**src/rtl/mem_access.sv**
```systemverilog
// ============================================================================
// Module   : mem_access
// Purpose  : Memory-access stage: data-memory request handshake, store lane
//            replication / byte strobes, load extraction and pipeline stall.
// Revision : 1.0 - initial release
// ============================================================================
`default_nettype none

module mem_access (
  input  logic        clk,
  input  logic        rst_n,
  input  logic        ex_valid_i,
  input  logic [31:0] alu_out_i,
  input  logic [31:0] rs2_data_i,
  input  logic        mem_rd_i,
  input  logic        mem_wr_i,
  input  logic [2:0]  funct3_i,
  output logic        dmem_req_o,
  output logic        dmem_we_o,
  output logic [31:0] dmem_addr_o,
  output logic [31:0] dmem_wdata_o,
  output logic [3:0]  dmem_wstrb_o,
  input  logic        dmem_ready_i,
  input  logic        dmem_rvalid_i,
  input  logic [31:0] dmem_rdata_i,
  output logic [31:0] mem_rdata_o,
  output logic        stall_o,
  output logic        misalign_o
);

  localparam logic [1:0] c_idle      = 2'd0;
  localparam logic [1:0] c_wait_ack  = 2'd1;
  localparam logic [1:0] c_wait_data = 2'd2;
  localparam logic [1:0] c_done      = 2'd3;

  logic [1:0]  r_state;
  logic [1:0]  w_next;
  logic [1:0]  r_off;
  logic [2:0]  r_f3;
  logic [31:0] r_rdata;

  logic        w_access;
  logic        w_is_b;
  logic        w_is_h;
  logic        w_aligned;
  logic        w_issue;
  logic        w_store_done;
  logic        w_in_idle;
  logic        w_in_ack;
  logic        w_in_data;
  logic [31:0] w_wdata;
  logic [3:0]  w_strb;
  logic [31:0] w_shift;
  logic [31:0] w_ext;

  // Size comes from funct3[1:0]; 011/110/111 all fall through to word.
  assign w_is_b    = (funct3_i[1:0] == 2'b00);
  assign w_is_h    = (funct3_i[1:0] == 2'b01);
  assign w_aligned = w_is_b
                   | (w_is_h & ~alu_out_i[0])
                   | (~w_is_b & ~w_is_h & (alu_out_i[1:0] == 2'b00));

  assign w_access     = ex_valid_i & (mem_rd_i | mem_wr_i);
  assign w_in_idle    = (r_state == c_idle);
  assign w_in_ack     = (r_state == c_wait_ack);
  assign w_in_data    = (r_state == c_wait_data);
  assign w_issue      = w_in_idle & w_access & w_aligned;
  assign w_store_done = mem_wr_i & dmem_ready_i;

  // Gating with rst_n drops the request and stall the moment reset asserts.
  assign dmem_req_o  = rst_n & (w_issue | w_in_ack);
  assign stall_o     = rst_n & ((w_issue & ~w_store_done)
                              | (w_in_ack & ~w_store_done)
                              | w_in_data);
  assign misalign_o  = rst_n & w_in_idle & w_access & ~w_aligned;

  assign dmem_we_o    = mem_wr_i;
  assign dmem_addr_o  = {alu_out_i[31:2], 2'b00};
  assign dmem_wdata_o = w_wdata;
  assign dmem_wstrb_o = (dmem_req_o & mem_wr_i) ? w_strb : 4'b0000;

  always_comb begin
    w_wdata = rs2_data_i;
    w_strb  = 4'b1111;
    if (w_is_b) begin
      w_wdata = {4{rs2_data_i[7:0]}};
      w_strb  = 4'b0001 << alu_out_i[1:0];
    end else if (w_is_h) begin
      w_wdata = {2{rs2_data_i[15:0]}};
      w_strb  = alu_out_i[1] ? 4'b1100 : 4'b0011;
    end
  end

  // Extraction uses the offset latched at issue, not the live address.
  assign w_shift = dmem_rdata_i >> {r_off, 3'b000};

  always_comb begin
    w_ext = dmem_rdata_i;
    case (r_f3[1:0])
      2'b00:   w_ext = {{24{~r_f3[2] & w_shift[7]}},  w_shift[7:0]};
      2'b01:   w_ext = {{16{~r_f3[2] & w_shift[15]}}, w_shift[15:0]};
      default: w_ext = dmem_rdata_i;
    endcase
  end

  always_comb begin
    w_next = r_state;
    case (r_state)
      c_idle: begin
        if (w_issue) begin
          if (!dmem_ready_i)   w_next = c_wait_ack;
          else if (!mem_wr_i)  w_next = c_wait_data;
        end
      end
      c_wait_ack: begin
        if (dmem_ready_i) w_next = mem_wr_i ? c_idle : c_wait_data;
      end
      c_wait_data: begin
        if (dmem_rvalid_i) w_next = c_done;
      end
      default: w_next = c_idle;
    endcase
  end

  always_ff @(posedge clk or negedge rst_n) begin
    if (!rst_n) begin
      r_state <= c_idle;
      r_off   <= 2'b00;
      r_f3    <= 3'b000;
      r_rdata <= 32'h0000_0000;
    end else begin
      r_state <= w_next;
      if (w_issue) begin
        r_off <= alu_out_i[1:0];
        r_f3  <= funct3_i;
      end
      if (w_in_data && dmem_rvalid_i) begin
        r_rdata <= w_ext;
      end
    end
  end

  assign mem_rdata_o = r_rdata;

endmodule

`default_nettype wire

```
**config.mk**
```make
export PLATFORM = sky130hd
export DESIGN_NAME = mem_access
export DESIGN_NICKNAME = d
export VERILOG_FILES = /design/src/rtl/mem_access.sv
export SDC_FILE = /design/constraint.sdc
export NUM_CORES = 1
export LEC_CHECK = 0
export ABC_AREA = 0
export CAP_MARGIN = 10
export CORE_UTILIZATION = 35
export DETAILED_ROUTE_END_ITERATION = 16
export PLACE_DENSITY = 0.81
export SYNTH_ARGS = -nofsm -noshare
export SYNTH_HDL_FRONTEND = slang
export SYNTH_SLANG_ARGS = --single-unit
```
**constraint.sdc**
```tcl
create_clock -name clk -period 2.1 [get_ports clk]
set_input_delay 0.42 -clock clk [delete_from_list [all_inputs] [get_ports clk]]
set_output_delay 0.42 -clock clk [all_outputs]
set_load 0.05 [all_outputs]
```
==> impl_metrics.py <==
metrics = {
    "power": {
        "powerDensity_mw_per_mm2": 1258,
        "vdd_drop_max_uv": 559.9,
        "power.total_mw": 5.945,
        "p_leak_nw": 2.087,
    },
    "sta": {
        "max_freq_mhz": 468.5,
        "slew_viol_final": 0,
        "clock_skew_ns": 0.008746,
        "fin_crit_ns": 2.134,
        "setup_viol_count_final": 2,
        "holdWs_ns": 0.3032,
        "worst_slack_ns": -0.03428,
        "fin_crit_sh": 1.016,
        "grt_setup_unrepaired": "yes",
        "hold_violations": 0,
        "maxSlewHeadroom": 0.6078,
        "worst-slew-pin-transition_ns": 0.5871,
    },
    "worst_setup_path": {
        "reg2reg_to": "r_f3[0]$_DFFE_PN0P_",
        "end_kind": "output pin",
        "required_ns": 1.68,
        "worstSetupEndpoint": "dmem_wstrb_o[2]",
        "worstReg2RegStart": "r_state[0]$_DFFE_PN0P_",
        "rrSetupSlack_ns": 0.26,
        "critPathLaunch": "r_state[0]$_DFFE_PN0P_",
        "worstSetupStartpointType": "register",
        "crit_path_max_fanout": 5,
        "worstPathArrival_ns": 1.71,
        "reg2reg_depth": 5,
        "worstSetupPathType": "reg -> out",
    },
    "clock_network": {
        "clock_latency_ns": 0.29,
        "ctsHoldBuffers": 0,
        "cts_tree": "built",
        "cts_root_buffer": "clkbuf_8",
        "worst_setup_hold_path_clk_slew_ns": 0.08,
        "htreeDepth": 2,
        "clock_sinks": 39,
        "numCtsBuffers": 5,
        "cts_max_path_buffers": 2,
    },
    "synth": {
        "ys_seq_area_frac": 0.3319,
        "synth-warning-count": 0,
        "synth_edf_count": 0,
        "netlist_instances": 330,
        "syn-cell-area_mm2": 0.002940,
        "ys_ff_latch": 39,
        "synth.avg_cell_area_um2": 8.910,
        "synthMostInstantiatedCell": "buf_4",
        "async_flop_share": 1.000,
        "synth.area.top_cells": "dfrtp_1 (33%), buf_4 (11%), mux2i_1 (6.1%), mux2_2 (6.1%), nand3_1 (5.4%)",
        "synth_flop_cell": "dfrtp_1",
        "synth_top_area_frac": 0.3319,
        "synthTopCellsByCount": "buf_4 (43), dfrtp_1 (39), nand2_1 (34)",
        "netlist.top_cell.by_area": "dfrtp_1",
        "ys_types": 43,
    },
    "flow_run": {
        "maxCapViolations": 0,
    },
    "floorplanning": {
        "io_pins": 210,
        "rows": 33,
        "die_area_mm2": 0.008771,
        "die_width_um": 93.66,
        "start_util": 0.3597,
        "dieHeight_um": 93.66,
        "core_mm2": 0.008175,
    },
    "detailed_routing": {
        "drc": 0,
        "wl_per_cell_um": 16.86,
        "drt_iter0_markers": 137,
        "vias_per_cell": 5.072,
        "num_vias": 2815,
        "firstDrtPassIters": 7,
        "finalWirelength_um": 9356,
        "ant_nets": 0,
    },
    "layout": {
        "fin_area_mm2": 0.004725,
        "syn_to_final_growth_pct": 60.68,
        "layout.nets": 555,
        "diodes": 0,
        "postLayoutCoreUtil": 0.5779,
        "drive_gt1_frac": 0.2711,
    },
    "global_routing": {
        "grt_pass1_wl_um": 14730,
        "antenna_found_initial": 0,
        "grt_usage": 0.2170,
        "grt-ovfl-total": 0,
        "grt_max_degree": 41,
        "grt_pass1_vias": 2833,
    },
    "placement": {
        "dp_slack_ns": -0.3821,
        "io_buffers": 147,
        "finalWeightedCongestion": 0.8164,
        "dpl.hpwl_um": 7103,
        "place_area_mm2": 0.004471,
    },
    "outcome": {
        "status": "finished, violations left",
        "violations": "setup timing",
    },
    "worst_hold_path": {
        "hold_path.class": "in -> async",
    },
}
[area by class of cell]
type,count,area [um^2]
clock buffers,7,96.34
clock inverters,1,7.507
fillers,711,3451
inverters,1,3.754
multi-input cells,228,1587
flip-flops and latches,39,977.2
well taps,105,131.4
repair buffers,174,1922
[worst max-delay path, stage by stage (launching register included)]
cell      delay [ns]
dfrtp_2         0.45
nor4b_4         0.35
a21oi_4         0.13
and4bb_2        0.35
buf_12          0.14
[state kept, by name, summed over array words and instances, names as in the netlist]
name         count
r_state          2
r_f3             3
mem_rdata_o     32
r_off            2
[timing repair]
| item | in CTS | in global routing |
|---|---|---|
| pin swaps | 7 | 6 |
| endpoints found under the setup margin | 24 | 7 |
| buffers inserted | 6 | 1 |
| resized for setup | 34 | 2 |
[worst min-delay path by stage]
stage | slack [ns] | startpoint | cells after the start | endpoint
finish | 0.30 | rst_n | 2 | r_state[1]$_DFFE_PN0P_
global route | 0.34 | rst_n | 2 | r_state[1]$_DFFE_PN0P_
CTS | 0.32 | rst_n | 2 | r_state[1]$_DFFE_PN0P_
detailed placement | 0.47 | mem_rdata_o[3]$_DFFE_PN0P_ | 2 | mem_rdata_o[3]$_DFFE_PN0P_
global placement | 0.47 | mem_rdata_o[3]$_DFFE_PN0P_ | 2 | mem_rdata_o[3]$_DFFE_PN0P_
floorplan | 0.12 | rst_n | 0 | mem_rdata_o[0]$_DFFE_PN0P_
[placed cells by master, fill, tap and decap left out, drive strengths merged, types with 2 or more instances in the layout]
master	count
clkdlybuf4s50	99
buf	68
dfrtp	39
nand2	34
nand3	32
o21ai	24
a21oi	22
mux2	21
mux2i	20
nor2	20
a21o	11
o22ai	7
clkbuf	7
dlygate4sd2	7
a2bb2oi	6
nor2b	4
or2	4
nor3b	3
nand2b	2
and4bb	2
and2	2
conb	2
[layer usage]
metal | part of all wire | vias up | GRT usage
met5 | 0 | - | 0
met4 | 0.022 | 0 | 0.07179
met3 | 0.060 | 25 | 0.04612
met2 | 0.49 | 105 | 0.3499
met1 | 0.43 | 1329 | 0.2884
li1 | - | 1356 | -
[power by group]
| group | internal (mW) | leakage (nW) | switching (mW) | total (mW) |
|---|---|---|---|---|
| clock network | 0.299 | 0.0505 | 0.260 | 0.559 |
| logic | 1.58 | 1.56 | 2.41 | 3.99 |
| registers | 1.10 | 0.479 | 0.300 | 1.40 |
| total | 2.98 | 2.09 | 2.97 | 5.95 |
[per-stage QoR]
step	TNS (ns)	cells
4_1_cts	-0.4512	554
3_5_place_dp	-5.023	540
2_1_floorplan	-0.9200	331
5_1_grt	-0.3432	555
6_report	-0.06797	555
3_3_place_gp	-4.222	540
[cells by family (layout without fill, tap and decap cells)]
kind of cell,Yosys count,in the layout,share of synthesized area
other cells,1,2,0.001275
buf+inv,64,183,0.1489
compound gates,77,77,0.1677
simple gates,108,108,0.1868
flops,39,39,0.3319
mux,41,41,0.1634
Power figures use the tool's default switching activity.
